<file path="src/rtl/uart_rx_fifo.sv">
// Receive-side byte buffer behind the UART receiver: acknowledges each received byte once,
// stores it in a first-word-fall-through FIFO and raises status flags and an interrupt.
module uart_rx_fifo #(
    parameter int unsigned DEPTH = 16,
    parameter int unsigned AW    = 4
) (
    input  logic          clk_i,
    input  logic          rst_ni,
    input  logic          rx_irq_i,
    input  logic [7:0]    rx_data_i,
    output logic          rx_read_o,
    input  logic          pop_i,
    output logic [7:0]    dout_o,
    output logic          empty_o,
    output logic          full_o,
    output logic [AW:0]   count_o,
    output logic          overflow_o,
    input  logic          clr_ovf_i,
    input  logic          irq_en_i,
    output logic          irq_o
);

    typedef enum logic {StIdle, StAck} state_e;

    state_e        state_q;
    logic          rx_read_q;
    logic [AW-1:0] wr_ptr_q, wr_ptr_d;
    logic [AW-1:0] rd_ptr_q, rd_ptr_d;
    logic [AW:0]   count_q, count_d;
    logic          ovf_q, ovf_d;
    logic          irq_q;
    logic [7:0]    mem_q [DEPTH];

    logic capture, push, drop, pop_ok;

    assign empty_o = (count_q == '0);
    assign full_o  = (count_q == (AW+1)'(DEPTH));

    // A full FIFO still has room when the head is popped on the same edge.
    assign capture = (state_q == StIdle) & rx_irq_i;
    assign pop_ok  = pop_i & ~empty_o;
    assign push    = capture & (~full_o | pop_i);
    assign drop    = capture & full_o & ~pop_i;

    always_comb begin
        wr_ptr_d = push ? wr_ptr_q + AW'(1) : wr_ptr_q;
        rd_ptr_d = pop_ok ? rd_ptr_q + AW'(1) : rd_ptr_q;
        count_d  = count_q + (AW+1)'(push) - (AW+1)'(pop_ok);
        ovf_d    = drop | (ovf_q & ~clr_ovf_i);
    end

    // ACK waits for the receiver to drop irq so one byte is never taken twice.
    always_ff @(posedge clk_i or negedge rst_ni) begin
        if (!rst_ni) begin
            state_q   <= StIdle;
            rx_read_q <= 1'b0;
        end else begin
            case (state_q)
                StIdle: begin
                    rx_read_q <= rx_irq_i;
                    if (rx_irq_i) state_q <= StAck;
                end
                StAck: begin
                    rx_read_q <= 1'b0;
                    if (!rx_irq_i) state_q <= StIdle;
                end
                default: begin
                    rx_read_q <= 1'b0;
                    state_q   <= StIdle;
                end
            endcase
        end
    end

    always_ff @(posedge clk_i or negedge rst_ni) begin
        if (!rst_ni) begin
            wr_ptr_q <= '0;
            rd_ptr_q <= '0;
            count_q  <= '0;
            ovf_q    <= 1'b0;
            irq_q    <= 1'b0;
        end else begin
            wr_ptr_q <= wr_ptr_d;
            rd_ptr_q <= rd_ptr_d;
            count_q  <= count_d;
            ovf_q    <= ovf_d;
            irq_q    <= irq_en_i & ~empty_o;
        end
    end

    always_ff @(posedge clk_i) begin
        if (push) mem_q[wr_ptr_q] <= rx_data_i;
    end

    assign dout_o     = empty_o ? 8'h00 : mem_q[rd_ptr_q];
    assign rx_read_o  = rx_read_q;
    assign count_o    = count_q;
    assign overflow_o = ovf_q;
    assign irq_o      = irq_q;

endmodule
</file>
<file path="config.mk">
export PLATFORM = sky130hd
export DESIGN_NAME = uart_rx_fifo
export DESIGN_NICKNAME = d
export VERILOG_FILES = /design/src/rtl/uart_rx_fifo.sv
export SDC_FILE = /design/constraint.sdc
export NUM_CORES = 1
export LEC_CHECK = 0
export CELL_PAD_IN_SITES_DETAIL_PLACEMENT = 0
export CELL_PAD_IN_SITES_GLOBAL_PLACEMENT = 1
export CORE_MARGIN = 10
export CORE_UTILIZATION = 52
export DETAILED_ROUTE_END_ITERATION = 10
export GPL_TIMING_DRIVEN = 0
export PLACE_DENSITY = 0.83
export RECOVER_POWER = 25
export SETUP_SLACK_MARGIN = 0.15
export SYNTH_ARGS = -nofsm -noshare
export SYNTH_HDL_FRONTEND = slang
export SYNTH_SLANG_ARGS = --single-unit
</file>
<file path="constraint.sdc">
create_clock -name clk_i -period 3.29 [get_ports clk_i]
set_input_delay 0.329 -clock clk_i [delete_from_list [all_inputs] [get_ports clk_i]]
set_output_delay 0.329 -clock clk_i [all_outputs]
set_load 0.01 [all_outputs]
</file>
==> flow_summary.yaml <==
finish:
  register_area_um2: 4270
  multi_input_area_um2: 1560
  instances_no_fill: 503
  drive_above_1_share: 0.193
  area_growth_pct: 19.3
  layout.nets: 376
  postLayoutCoreUtil: 0.643
  final.fill_count: 758
  num_antenna_cells: 0
timing:
  rsz0062_at_grt: "false"
  slew_headroom: 0.413
  clock_skew_ps: 8.81
  layout_min_cycle_time_ps: 2990
  max_freq_mhz: 334
  hold_viol: 0
  slew_violations: 0
  max_slew.worst_pin.slew_ps: 875
  setup_viol: 0
  post-route-period-util: 0.909
routing:
  firstDrtPassIters: 4
  via_count: 2915
  drt.antenna.violating_nets: 0
  drtIter0Drc: 196
  wire_per_inst_um: 22.8
  drc: 0
  finalWirelength_mm: 11.5
  via_per_inst: 5.80
grt:
  grt_antenna_before_repair: 0
  grtUsageTotal: 0.149
  grt_pass1_vias: 3068
  grtUsageMet1: 0.191
  grt_use_met2: 0.246
  overflow: 0
  use_met3: 0.0296
  grt_max_degree: 18
  grt_pass1_wl_mm: 18.1
  grt.busiest_layer: "met2"
worst_setup_path:
  worstPathCellList: "buf_6 -> buf_4 -> mux4_2 -> a22oi_1 -> a21oi_1 -> clkdlybuf4s50_1"
  max_stage_delay_ps: 540
  worstPathRequired_ps: 2960
  r2r-start: "count_o[2]"
  critPathLaunch: "rd_ptr_q[0]"
  rrSetupSlack_ps: 460
  startpoint_type: "flip-flop"
  cp.arrival_ps: 2660
  cp-end-kind: "output port"
  path_delay_family: "buffers and inverters"
  crit_slowest_cell: "mux4_2"
  cp_num_buf_inv: 3
  critPathMaxFanout: 10
  worstSetupPathType: "flip-flop to output port"
floorplanning:
  initial_utilization: 0.539
  fp.dieW_um: 127
  rows: 38
  io-pin-count: 32
  fp.dieArea_um2: 16100
  core_um2: 11000
  die_y_um: 127
synthesis:
  async_flop_share: 0.117
  synth_edf_count: 128
  netlist_area_um2: 5940
  synth_top_family_by_area: "multiplexers"
  synth-main-ff-cell: "edfxtp_1"
  syn_nets: 322
  yosys_register_bits: 145
  muxShareOfSynthArea: 0.137
  seq_area_frac_synth: 0.718
  synth-warning-count: 0
  synthCells: 296
  synth.avg_cell_area_um2: 20.1
  synthAdderAreaFrac: 0.0265
  synth-simple-area-share: 0.0406
  synth.distinct_cells: 39
  synth_xor_area_frac: 0.0147
  synth_compound_area_frac: 0.0379
placed_design:
  port_buffers: 31
  gp_congestion: 0.768
  dp_hpwl_mm: 7.63
  dp.cells: 472
clocking:
  clkSinkCount: 145
  root_buffer: "clkbuf_16"
  htree_levels: 4
  path_clk_slew_ps: 60
  cts.path.max_buffers: 2
  cts_resized: 0
  cts_tree: "done"
  clock_latency_ps: 410
  cts_inserted_buffers: 17
power_and_ir_drop:
  p_leak_nw: 2.48
  power_density_nw_per_um2: 872
  peakVddDrop_uv: 493
hold_path:
  hold_path_class: "input port to asynchronous set/reset pin"
job:
  max-cap-violations: 0
status:
  status: "finished, final reports clean"
-- where the power goes --
group / internal [mW] / total [mW] / switching, mW
clock network: 1.14 / 1.92 / 0.778
registers: 2.18 / 2.30 / 0.114
logic: 0.986 / 1.96 / 0.976
-- layer usage --
layer  vias up  wire length [µm]
li1       1326                 -
met1      1503              4820
met2        73              5930
met3        13               603
met4         0               119
met5         -                 0
-- worst paths after layout --
kind	depth (start not counted)	to
hold / removal	1	count_o[4]
hold reg to reg	1	rx_read_o
min in group clk_i	1	rx_read_o
setup / recovery	6	dout_o[7]
setup reg to reg	13	count_o[4]
max in group asynchronous	1	rd_ptr_q[2]
-- registers in the layout, indices dropped and copies added (netlist names) --
name / count
irq_o: 1
overflow_o: 1
state_q: 1
wr_ptr_q: 4
count_o: 5
rx_read_o: 1
mem_q: 128
rd_ptr_q: 4
-- Yosys cell counts (2+ instances only) --
master / number / area [µm²]
ha_1: 11 / 138
xor2_1: 4 / 35.0
nor2b_1: 4 / 25.0
mux4_2: 14 / 315
nor3_1: 2 / 10.0
clkdlybuf4s25_2: 2 / 20.0
nor2_1: 6 / 22.5
inv_1: 10 / 37.5
and2_1: 3 / 18.8
nand3_1: 6 / 30.0
xnor2_1: 6 / 52.6
buf_2: 2 / 10.0
a22oi_1: 16 / 120
a21oi_1: 10 / 50.1
buf_6: 4 / 45.0
buf_4: 2 / 15.0
and4b_1: 2 / 20.0
edfxtp_1: 128 / 3840
and3_1: 5 / 31.3
nor4b_1: 4 / 35.0
dfrtp_1: 17 / 425
clkbuf_1: 3 / 11.3
nand2_1: 2 / 7.51
mux4_1: 18 / 473
-- stage by stage --
stage	hold slack [ps]	TNS, ps	total power [mW]	setup WS [ps]	cell area (µm²)
2_1_floorplan	33.4	0	3.56	645	5940
3_3_place_gp	447	-6990	4.23	-289	6430
3_5_place_dp	454	0	4.31	235	6490
4_1_cts	386	0	6.23	274	7090
5_1_grt	495	0	6.46	198	7090
6_report	448	0	6.18	298	7090
-- area by class of cell --
| cell class | count | share of cell area |
|---|---|---|
| flip-flops and latches | 145 | 0.602 |
| multi-input cells | 126 | 0.220 |
| clock buffers | 18 | 0.0605 |
| repair buffers | 36 | 0.0491 |
| well taps | 140 | 0.0247 |
| clock inverters | 14 | 0.0238 |
| plain buffers | 13 | 0.0143 |
| inverters | 11 | 0.00582 |
-- logic make-up after synthesis --
family	count (synthesis)
flops	145
simple gates	38
mux	34
compound gates	32
buf+inv	25
fa+ha+maj	12
xor+xnor	10
-- timing repair --
item                                    4_1_cts  5_1_grt
hold buffers                                  0        0
endpoints found under the setup margin        1        0
buffers inserted                              0        0
-- worst reg2reg max path, stage by stage (launching register included) --
cell       delay (ps)
dfrtp_1           410
inv_1             110
ha_1              170
nand4bb_1         260
o21a_4            330
inv_1              90
buf_4             190
ha_1              140
inv_1              40
ha_1              200
fa_1              400
a21oi_1           170
o21bai_1           90
xnor2_1           130
-- placed cells by master (no fill, tap or decap), types with 3 or more instances in the layout --
cell type	synthesis	layout
dfrtp_1	17	17
dlygate4sd3_1	0	8
nor2b_1	4	4
inv_6	0	5
ha_1	11	11
and2_1	3	3
a22oi_1	16	16
clkbuf_16	0	17
clkinv_4	0	4
edfxtp_1	128	128
nor4b_2	0	4
mux4_1	18	18
buf_6	4	4
mux4_2	14	14
buf_4	2	7
nor2_1	6	6
nand3_1	6	6
inv_1	10	10
clkbuf_1	3	3
xnor2_1	6	6
clkdlybuf4s50_1	0	23
a21oi_1	10	10
xor2_1	4	4
and3_1	5	5
No activity file was read; power rests on OpenSTA's default activity.
